## src/rtl/mul_iter.sv

```systemverilog
// Iterative radix-4 multiplier: one 2-bit multiplier digit per CALC cycle, W/2 cycles per product.
// Define MUL_SIGNED_EN for two's-complement operands (sign-magnitude core); unsigned otherwise.
module mul_iter #(
    parameter int W = 16
) (
    input  logic           clk,
    input  logic           rst_n,
    input  logic           mul_en,
    input  logic [W-1:0]   mul_a,
    input  logic [W-1:0]   mul_b,
    output logic [2*W:0]   mul_prod,
    output logic           mul_valid,
    output logic           mul_busy,
    output logic           mul_ovr
);
    localparam int CW = $clog2(W/2) + 1;

    typedef enum logic [1:0] {IDLE, CALC, DONE} state_t;

    state_t          state_reg;
    logic [W-1:0]    a_reg;
    logic [W-1:0]    b_reg;
    logic [2*W-1:0]  acc_reg;
    logic [CW-1:0]   cnt_reg;

    logic [W-1:0]    a_mag;
    logic [W-1:0]    b_mag;
    logic [W+1:0]    a_ext;
    logic [W+1:0]    multiple;
    logic [2*W-1:0]  partial;
    logic [2*W-1:0]  acc_next;
    logic [2*W:0]    prod_next;
    logic            last_digit;

`ifdef MUL_SIGNED_EN
    logic            neg_reg;

    // The most negative operand's magnitude still fits in W unsigned bits.
    assign a_mag     = mul_a[W-1] ? -mul_a : mul_a;
    assign b_mag     = mul_b[W-1] ? -mul_b : mul_b;
    assign prod_next = neg_reg ? -{1'b0, acc_next} : {1'b0, acc_next};
`else
    assign a_mag     = mul_a;
    assign b_mag     = mul_b;
    assign prod_next = {1'b0, acc_next};
`endif

    assign a_ext = {2'b00, a_reg};

    always_comb begin
        multiple = '0;
        case (b_reg[1:0])
            2'd0:    multiple = '0;
            2'd1:    multiple = a_ext;
            2'd2:    multiple = a_ext << 1;
            default: multiple = a_ext + (a_ext << 1);
        endcase
    end

    // b_reg is consumed LSB first; the counter supplies the digit weight.
    assign partial    = {{(W-2){1'b0}}, multiple} << {cnt_reg, 1'b0};
    assign acc_next   = acc_reg + partial;
    assign last_digit = (cnt_reg == CW'(W/2 - 1));

    always_ff @(posedge clk) begin
        if (!rst_n) begin
            state_reg <= IDLE;
            a_reg     <= '0;
            b_reg     <= '0;
            acc_reg   <= '0;
            cnt_reg   <= '0;
            mul_prod  <= '0;
            mul_valid <= 1'b0;
            mul_busy  <= 1'b0;
            mul_ovr   <= 1'b0;
`ifdef MUL_SIGNED_EN
            neg_reg   <= 1'b0;
`endif
        end else begin
            mul_valid <= 1'b0;
            mul_ovr   <= 1'b0;
            case (state_reg)
                IDLE, DONE: begin
                    if (mul_en) begin
                        state_reg <= CALC;
                        a_reg     <= a_mag;
                        b_reg     <= b_mag;
                        acc_reg   <= '0;
                        cnt_reg   <= '0;
                        mul_busy  <= 1'b1;
`ifdef MUL_SIGNED_EN
                        neg_reg   <= mul_a[W-1] ^ mul_b[W-1];
`endif
                    end else begin
                        state_reg <= IDLE;
                    end
                end
                CALC: begin
                    // Requests while busy are dropped and flagged.
                    mul_ovr <= mul_en;
                    acc_reg <= acc_next;
                    b_reg   <= b_reg >> 2;
                    cnt_reg <= cnt_reg + 1'b1;
                    if (last_digit) begin
                        state_reg <= DONE;
                        mul_busy  <= 1'b0;
                        mul_valid <= 1'b1;
                        mul_prod  <= prod_next;
                    end
                end
                default: state_reg <= IDLE;
            endcase
        end
    end
endmodule

```

## config.mk

```make
export PLATFORM = sky130hd
export DESIGN_NAME = mul_iter
export DESIGN_NICKNAME = d
export VERILOG_FILES = /design/src/rtl/mul_iter.sv
export SDC_FILE = /design/constraint.sdc
export NUM_CORES = 1
export LEC_CHECK = 0
export CAP_MARGIN = 0
export CORE_MARGIN = 1.5
export CORE_UTILIZATION = 50
export CTS_CLUSTER_DIAMETER = 150
export DETAILED_ROUTE_END_ITERATION = 8
export DONT_BUFFER_PORTS = 1
export GPL_ROUTABILITY_DRIVEN = 0
export HOLD_SLACK_MARGIN = 0.15
export PLACE_DENSITY = 0.63
export SETUP_SLACK_MARGIN = 0.3
export SLEW_MARGIN = 20
export SYNTH_ARGS = -nofsm -noshare
export SYNTH_HDL_FRONTEND = slang
export SYNTH_SLANG_ARGS = --single-unit
```

## constraint.sdc

```tcl
create_clock -name clk -period 9.3 [get_ports clk]
set_input_delay 1.395 -clock clk [delete_from_list [all_inputs] [get_ports clk]]
set_output_delay 1.395 -clock clk [all_outputs]
set_load 0.01 [all_outputs]
```

# Yosys cells after proc, flatten, opt, wreduce, memory -nomap -nowiden
# Index checks and enable logic that the tools add are counted.
totals:
  out_inout_bits: 36
  latchBits: 0
  register_bits: 105
  ram_bits: 0
  mem_count: 0
  inputBits: 35
  mem_bits_ro: 0
classes:
  addsub: 3
  eq_ne: 7
  div: 0
  shifts: 1
  muxes: 14
  mul: 0
  n_lt_le_gt_ge: 0
  n_reduce_logical: 9
  bitwise: 0
op_table:
  columns: ["cell", "n"]
  rows:
  - ["case mux 32 bit (2 select lines)", 1]
  - ["case mux 18 bit (3 select lines)", 1]
  - ["adder 32 bit", 1]
  - ["two-way mux 32 bit", 1]
  - ["case mux 16 bit (2 select lines)", 1]
  - ["left shift 18 x 5 -> 32 bit", 1]
  - ["adder 16 x 17 -> 18 bit", 1]
  - ["two-way mux 16 bit", 1]
  - ["case mux 4 bit (2 select lines)", 1]
  - ["AND reduction 2 bit", 4]
  - ["adder 4 x 1 -> 4 bit, second input constant", 1]
  - ["== test 2 x 1 -> 1 bit, second input constant", 2]
  - ["== test 2 bit, second input constant", 2]
  - ["== test 4 x 3 -> 1 bit, second input constant", 1]
  - ["logical NOT 2 bit", 2]
  - ["two-way mux 1 bit", 4]
  - ["two-way mux 4 bit", 1]
  - ["inequality test 2 bit, second input constant", 2]
  - ["case mux 2 bit (2 select lines)", 1]
  - ["AND reduction 3 bit", 1]
  - ["two-way mux 2 bit", 1]
  - ["case mux 1 bit (2 select lines)", 1]
  - ["nonzero test 2 bit", 1]
  - ["OR reduction 2 bit", 1]

# Logic depth before layout (Yosys ltp)
# Gate-level depths: netlist of the first run.
depth:
  depth_word: 5
  ltp_mapped: 23
  depth_no_buf: 22

# Worst setup path after synthesis of the first run
# OpenSTA, ideal clock, no wires.
synth_timing:
  kind: "register -> register"
  startpoint: "register a_reg[0]"
  endpoint: "register acc_reg[31]"
  t_arrival_ns: 4.894
  path_buffers: 1
  setup_time_ns: 0.117
  path_stages_with_launch: 24
  synth_period_minus_slack_ns: 5.011
  slack_ns: 4.289
  required_ns: 9.183
  cell_sequence: "dfxtp_1 > ha_1 > inv_1 > fa_1 > nor2b_1 > o31a_1 > a41o_1 > mux2i_1 > or2_2 > o31ai_1 > o21ai_0 > o21ai_0 > nor2_1 > ha_1 > buf_6 > and2_1 > nand4_1 > a2bb2oi_2 > o2111ai_1 > a211o_1 > a311o_1 > xor2_1 > or3_1 > a32o_1"
synth_via:
  elab_chain_cells: 5
synth_rtl:
  columns: ["item", "line_no", "source"]
  rows:
  - ["start, declared", "21", "logic [W-1:0] a_reg;"]
  - ["start signal, assigned", "86", "a_reg <= a_mag;"]
  - ["adder 16 x 17 -> 18 bit", "56", "default: multiple = a_ext + (a_ext << 1);"]
  - ["case mux 18 bit (3 select lines) (*)", "52", "case (b_reg[1:0])"]
  - ["left shift 18 x 5 -> 32 bit (*)", "61", "assign partial = {{(W-2){1'b0}}, multiple} << {cnt_reg, 1'b0};"]
  - ["adder 32 bit (*)", "62", "assign acc_next = acc_reg + partial;"]
  - ["case mux 32 bit (2 select lines) (*)", "82", "case (state_reg)"]
  - ["end signal, assigned", "101", "acc_reg <= acc_next;"]
  - ["end, declared", "23", "logic [2*W-1:0] acc_reg;"]
# Every way passes the cells marked *; elsewhere a longest branch is shown, timed or not.
# A chain may end at the register's enable or synchronous reset.

# Final worst setup path of the first run
layout_timing:
  startpoint: "register a_reg[0]"
  endpoint: "register acc_reg[30]"
# Same word-level chain as after synthesis.

==> results of run 1 <==
==> worst paths after layout <==
check | startpoint | end | cells after the start
max | a_reg[0] | acc_reg[30] | 22
min | b_reg[11] | b_reg[11] | 2
max reg2reg | a_reg[0] | acc_reg[30] | 22
min reg2reg | b_reg[11] | b_reg[11] | 2
==> cells in the final DEF, fill, tap and decap left out, types with 7 or more instances in the layout <==
cell type,synthesis,layout
nand2_1,166,166
dfxtp_1,105,105
a21oi_1,102,102
nor2_1,83,81
ha_1,48,48
a22oi_1,36,36
o21ai_0,30,30
inv_1,23,23
xnor2_1,19,19
a22o_1,19,19
a21o_1,16,16
nand3_1,16,16
xor2_1,13,13
nand4_1,12,12
o21bai_1,11,11
nor3_1,12,11
or3_1,9,9
nor2b_1,12,9
nand2b_1,9,9
a31oi_1,9,9
clkbuf_16,0,9
o21a_1,8,8
o211ai_1,8,8
mux2i_1,8,8
a211oi_1,8,8
o22ai_1,8,8
buf_4,1,8
o221ai_1,7,7
==> worst max-delay path, stage by stage, from the launching register on <==
cell and delay, ps:
dfxtp_1 420, ha_1 200, inv_1 50, fa_1 400
nor2b_1 230, o31a_1 220, a41o_1 320, mux2i_1 120
or2_2 310, o31ai_1 290, mux2i_1 160, o21ai_0 360
nor2_1 120, ha_1 370, a21o_1 210, a21o_1 180
a222oi_1 320, o31ai_1 260, a31oi_1 500, o31ai_1 200
o41ai_2 390, xor2_1 180, o21ai_1 60
==> report_power, final <==
group	internal, mW	switching (mW)
Combinational	0.0494	0.0931
Sequential	0.462	0.0176
Clock	0.236	0.170
==> logic make-up after synthesis <==
kind of cell | after synthesis
AOI/OAI and AO/OA | 322
xor gates and xnor gates | 32
adders and majority gates | 50
buffers and inverters | 83
DFF | 105
muxes | 16
other | 1
and+or+nand+nor | 353
==> area by class of cell <==
class,instances,area (um2)
timing repair buffer,8,60.1
inverter,24,90.1
sequential,105,2100
multi-input combinational,774,4950
tap,184,230
fill,1373,6740
clock buffer,11,233
clock inverter,4,76.3
==> through the flow <==
step / hold slack [ps] / std cells / power [mW] / setup slack, ps
6_report: 456 / 1110 / 1.03 / 3310
5_1_grt: 487 / 1110 / 1.07 / 2890
4_1_cts: 460 / 1110 / 1.03 / 3420
3_5_place_dp: 450 / 1095 / 0.629 / 3480
3_3_place_gp: 442 / 1095 / 0.626 / 3600
2_1_floorplan: 432 / 962 / 0.594 / 4290
==> routing by layer <==
layer / share of wire, % / GRT usage (%) / up-vias / wire length [um]
met5: 0 / 0 / - / 0
met4: 2.5 / 9.94 / 0 / 507
met3: 6.0 / 4.38 / 37 / 1230
met2: 46 / 41.8 / 225 / 9430
met1: 46 / 36.8 / 3313 / 9410
li1: - / - / 3429 / -
==> out/metrics.cfg, run 1 <==
[clock_network]
cts.sinks = 105
cts_tree = done
clk_latency_ps = 360
path_clk_slew_ps = 70
ctsResizeCount = 0
cts_buffer_depth = 2
cts_buffers = 9
root_buffer = clkbuf_16
ctsHoldBuffers = 0
htreeDepth = 3
postCtsSetupBuffers = 0

[die]
fp-row-count = 44
initial_core_util_pct = 50.8
io_pins = 71
dieArea_um2 = 15500
die_x_um = 124
die-height_um = 124
core-area_um2 = 14500

[synth]
syn_nets = 1047
synth_top_cell_by_area = dfxtp_1
synth_top_area_share_pct = 28.6
synthSimpleGateAreaFrac_pct = 21.6
synth-edff-count = 0
synth.cell_area_um2 = 7360
synth_xor_area_share_pct = 3.81
synth_top_family_by_area = compound AO/OA/AOI/OAI gates
async_flop_share_pct = 0
synth.most_common_cell = nand2_1
synth_area_per_cell_um2 = 7.65
yosysSeqAreaShare_pct = 28.6
synth_seq_cells = 105
ys_types = 79
ys_warn_count = 0
synth_cells = 962
synth_common_cells = nand2_1 (166), dfxtp_1 (105), a21oi_1 (102)
synthFlopType = dfxtp_1
synth_compound_area_share_pct = 30.1
synth_fa_ha_area_share_pct = 8.70
synthTopCellsByArea = dfxtp_1 (29%), nand2_1 (8.5%), ha_1 (8.2%), a21oi_1 (6.9%), nor2_1 (4.2%)
synthMuxAreaShare_pct = 2.77

[sta]
setup_tns_ps = 0
maxSlewViolCount = 0
finalHoldViolCount = 0
max_freq_mhz = 167
finalSetupViolations = 0
skew_ps = 9.12
rsz0062_at_grt = false
final.min_clock_period_ps = 5990
period_share_pct = 64.4
worst_slew_pin_slew_ps = 1080
max-slew-margin-rel_pct = 27.6

[worst_setup_path]
cp.required_ps = 9540
r2r_setup_slack_ps = 3310
critPathKind = flip-flop to flip-flop
cp-start-kind = flip-flop
endpoint_kind = flip-flop
critPathArrivalTime_ps = 6230
critPathMaxFanout = 6

[route]
via_per_inst = 6.31
final_antenna_net_count = 0
post_drt_wl_per_cell_um = 18.5
wirelength_um = 20600
num_vias = 7004
drt_first_pass_iters = 5
drc = 0
drt-initial-drc-count = 637

[power]
peakVddDrop_mv = 0.0988
p_leak_nw = 3.09
power_density_nw_per_um2 = 133

[global_routing]
grt_overflow = 0
antenna_found_initial = 0
grt_max_degree = 82
grt_pass1_wl_um = 34000
grt_pass1_vias = 6608
grtUsageTotal_pct = 26.6

[placed_design]
place.port_buffers = 0
place_area_um2 = 7430
hpwl_um = 15200

[outcome]
status = completed

[finish]
final_util_pct = 53.5
nets = 1007
syn_to_final_growth_pct = 5.19
post_route_cells_drive_above_1_share_pct = 6.16
num_antenna_cells = 0
fin_area_um2 = 7740

[run]
maxCapViolCount = 0

[hold_path]
min_path_type = flip-flop to flip-flop

Power figures use the tool's default switching activity.
==> run 2, diff against run 1 <==
--- a/config.mk
+++ b/config.mk
@@ -13,7 +13,7 @@
 export DONT_BUFFER_PORTS = 1
 export GPL_ROUTABILITY_DRIVEN = 0
 export HOLD_SLACK_MARGIN = 0.15
-export PLACE_DENSITY = 0.63
+export PLACE_DENSITY = 0.66
 export SETUP_SLACK_MARGIN = 0.3
 export SLEW_MARGIN = 20
 export SYNTH_ARGS = -nofsm -noshare
==> constraint.sdc (replaced) <==
create_clock -name clk -period 5.5 [get_ports clk]
set_input_delay 0.825 -clock clk [delete_from_list [all_inputs] [get_ports clk]]
set_output_delay 0.825 -clock clk [all_outputs]
set_load 0.01 [all_outputs]
==> out/metrics.cfg, run 2 (same netlist as run 1, synthesis figures left out) <==
[outcome]
status = completed  ; unchanged

[global_routing]
grt_max_degree = 58  ; was 82
grt_pass1_vias = 6881  ; was 6,608
grt-busiest-layer = met2  ; unchanged
grt_pass1_wl_um = 35200  ; was 34,000 um
met1_usage_pct = 37.5  ; was 36.8%
use_met3_pct = 5.11  ; was 4.38%
grt_overflow = 0  ; unchanged
antenna_found_initial = 0  ; unchanged
met2_usage_pct = 43.6  ; was 41.8%
grtUsageTotal_pct = 27.7  ; was 26.6%

[finish]
nets = 1085  ; was 1,007
final_util_pct = 61.3  ; was 53.5%
syn_to_final_growth_pct = 20.5  ; was 5.19%
fill_cells = 1307  ; was 1,373
final_common_cell = nand2_1  ; unchanged
fin_area_um2 = 8870  ; was 7740 um2
final_cell_mix = nand2_1 (166), a21oi_1 (97), dfxtp_1 (94)  ; was nand2_1 (166), dfxtp_1 (105), a21oi_1 (102)
instances_no_fill = 1189  ; was 1,110
post_route_cells_drive_above_1_share_pct = 21.4  ; was 6.16%
num_antenna_cells = 0  ; unchanged

[worst_setup_path]
cp_num_buf_inv = 7  ; was 1
critPathMaxFanout = 6  ; unchanged
crit_family = compound AO/OA/AOI/OAI gates  ; unchanged
critPathArrivalTime_ps = 5440  ; was 6230 ps
cp.required_ps = 5760  ; was 9540 ps
slowest_stage = ha_1  ; was a31oi_1
cp_slowest_stage_delay_ps = 380  ; was 500 ps
endpoint_kind = flip-flop  ; unchanged
critPathKind = flip-flop to flip-flop  ; unchanged
cp-start-kind = flip-flop  ; unchanged
cpMostUsedCell = buf_4  ; was o31ai_1

[power]
comb_power_share_pct = 18.1  ; was 13.9%
p_int_mw = 1.22  ; was 0.747 mW
switchingPower_mw = 0.538  ; was 0.281 mW
p_leak_nw = 3.51  ; was 3.09 nW
clkPwrFrac_pct = 36.3  ; was 39.5%
peakVddDrop_mv = 0.182  ; was 0.0988 mV
p_sw_share_pct = 30.5  ; was 27.3%
pwr-share-seq_pct = 45.6  ; was 46.6%
power_density_nw_per_um2 = 199  ; was 133 nW/um2
power_mw = 1.76  ; was 1.03 mW

[route]
via_per_inst = 6.23  ; was 6.31
drt_first_pass_iters = 5  ; unchanged
wirelength_um = 21900  ; was 20,600 um
drc = 0  ; unchanged
drt-initial-drc-count = 560  ; was 637
final_antenna_net_count = 0  ; unchanged
post_drt_wl_per_cell_um = 18.5  ; about the same
num_vias = 7402  ; was 7,004

[hold_path]
min_path_type = flip-flop to flip-flop  ; unchanged

[die]
die_x_um = 124  ; unchanged
die-height_um = 124  ; unchanged
initial_core_util_pct = 50.8  ; unchanged
dieArea_um2 = 15500  ; unchanged
fp-row-count = 44  ; unchanged
core-area_um2 = 14500  ; unchanged
io_pins = 71  ; unchanged

[sta]
hold_ws_ps = 456  ; about the same
setup_tns_ps = 0  ; unchanged
finalSetupViolations = 0  ; unchanged
max-slew-margin-rel_pct = 34.9  ; was 27.6%
skew_ps = 7.17  ; was 9.12 ps
worst_slew_pin_slew_ps = 973  ; was 1080 ps
period_share_pct = 94.2  ; was 64.4%
finalHoldViolCount = 0  ; unchanged
maxSlewViolCount = 0  ; unchanged
final.min_clock_period_ps = 5180  ; was 5990 ps
fin_ws_ps = 319  ; was 3310 ps
max_freq_mhz = 193  ; was 167 MHz
rsz0062_at_grt = true  ; was false

[clock_network]
cts_buffer_depth = 2  ; unchanged
root_buffer = clkbuf_16  ; unchanged
cts.sinks = 105  ; unchanged
clk_latency_ps = 360  ; about the same
ctsHoldBuffers = 0  ; unchanged
cts_tree = done  ; unchanged
cts_buffers = 9  ; unchanged
htreeDepth = 3  ; unchanged
path_clk_slew_ps = 70  ; about the same

[run]
maxCapViolCount = 0  ; unchanged

[placed_design]
hpwl_um = 15200  ; about the same
place_area_um2 = 7800  ; was 7430 um2
place.port_buffers = 0  ; unchanged
place_ws_ps = -110  ; was 3480 ps
placedCellCount = 1143  ; was 1,095

-- run 2: changes by cell type in the layout (fill, tap and decap cells not counted), sizes merged --
cell    before  now
buf          8   86
bufinv       2    0
clkinv       0    2
inv         25   26
-- run 2: path summary, 6_finish.rpt --
| path | from | end | slack [ps] | cells past startpoint |
|---|---|---|---|---|
| setup / recovery | a_reg[2] | acc_reg[31] | 320 | 25 |
| hold reg to reg | b_reg[2] | b_reg[2] | 460 | 2 |
| setup reg to reg | a_reg[2] | acc_reg[31] | 320 | 25 |
| hold / removal | b_reg[2] | b_reg[2] | 460 | 2 |
-- run 2: repair_timing --
action / in CTS / in global routing
gates cloned: 0 / 0
setup buffers: 17 / 13
setup endpoints to repair: 22 / 25
gates resized for setup: 47 / 70
pin swaps: 27 / 41
endpoints found under the hold margin: 0 / 0
-- run 2: worst reg2reg max path: stages (launching register included) --
cell and delay, ps:
dfxtp_4 370, ha_1 380, nor2b_4 170, o31a_1 320
a41o_4 270, mux2i_4 210, or2_2 320, o31ai_4 240
mux2i_2 140, o21ai_2 180, buf_4 130, buf_4 90
buf_4 90, buf_4 100, buf_4 100, buf_4 90
buf_4 100, o22ai_2 100, ha_4 220, a21o_1 170
a21oi_1 130, nor2b_1 70, a311o_1 330, xor2_1 160
or3_1 350, a32o_1 240
-- run 2: per-layer routing --
| metal | part of all wire [%] | vias up |
|---|---|---|
| li1 | - | 3589 |
| met1 | 45 | 3477 |
| met2 | 45 | 274 |
| met3 | 6.3 | 62 |
| met4 | 3.4 | 0 |
| met5 | 0 | - |
-- run 2: final cells by class --
type / instances / area (um2) / area share [%]
tap: 184 / 230 / 2.60
clock buffer: 11 / 233 / 2.62
sequential: 105 / 2130 / 24.0
multi-input combinational: 774 / 5480 / 61.8
inverter: 24 / 90.1 / 1.02
clock inverter: 5 / 50.0 / 0.564
timing repair buffer: 86 / 657 / 7.40
-- run 2: power groups by stage --
stage / logic, mW / registers (mW) / clock network (mW)
global placement: 0.267 / 0.819 / 0
detailed placement: 0.266 / 0.819 / 0
finish: 0.319 / 0.803 / 0.640
CTS: 0.291 / 0.803 / 0.650
global route: 0.346 / 0.806 / 0.678
floorplan: 0.193 / 0.812 / 0
==> run 3, diff against run 2 <==
--- a/config.mk
+++ b/config.mk
@@ -9,6 +9,7 @@
 export CORE_MARGIN = 1.5
 export CORE_UTILIZATION = 50
 export CTS_CLUSTER_DIAMETER = 150
+export CTS_CLUSTER_SIZE = 20
 export DETAILED_ROUTE_END_ITERATION = 8
 export DONT_BUFFER_PORTS = 1
 export GPL_ROUTABILITY_DRIVEN = 0
==> results of run 3 <==
The final DEF is identical to that of run 2; final timing and power are the same.
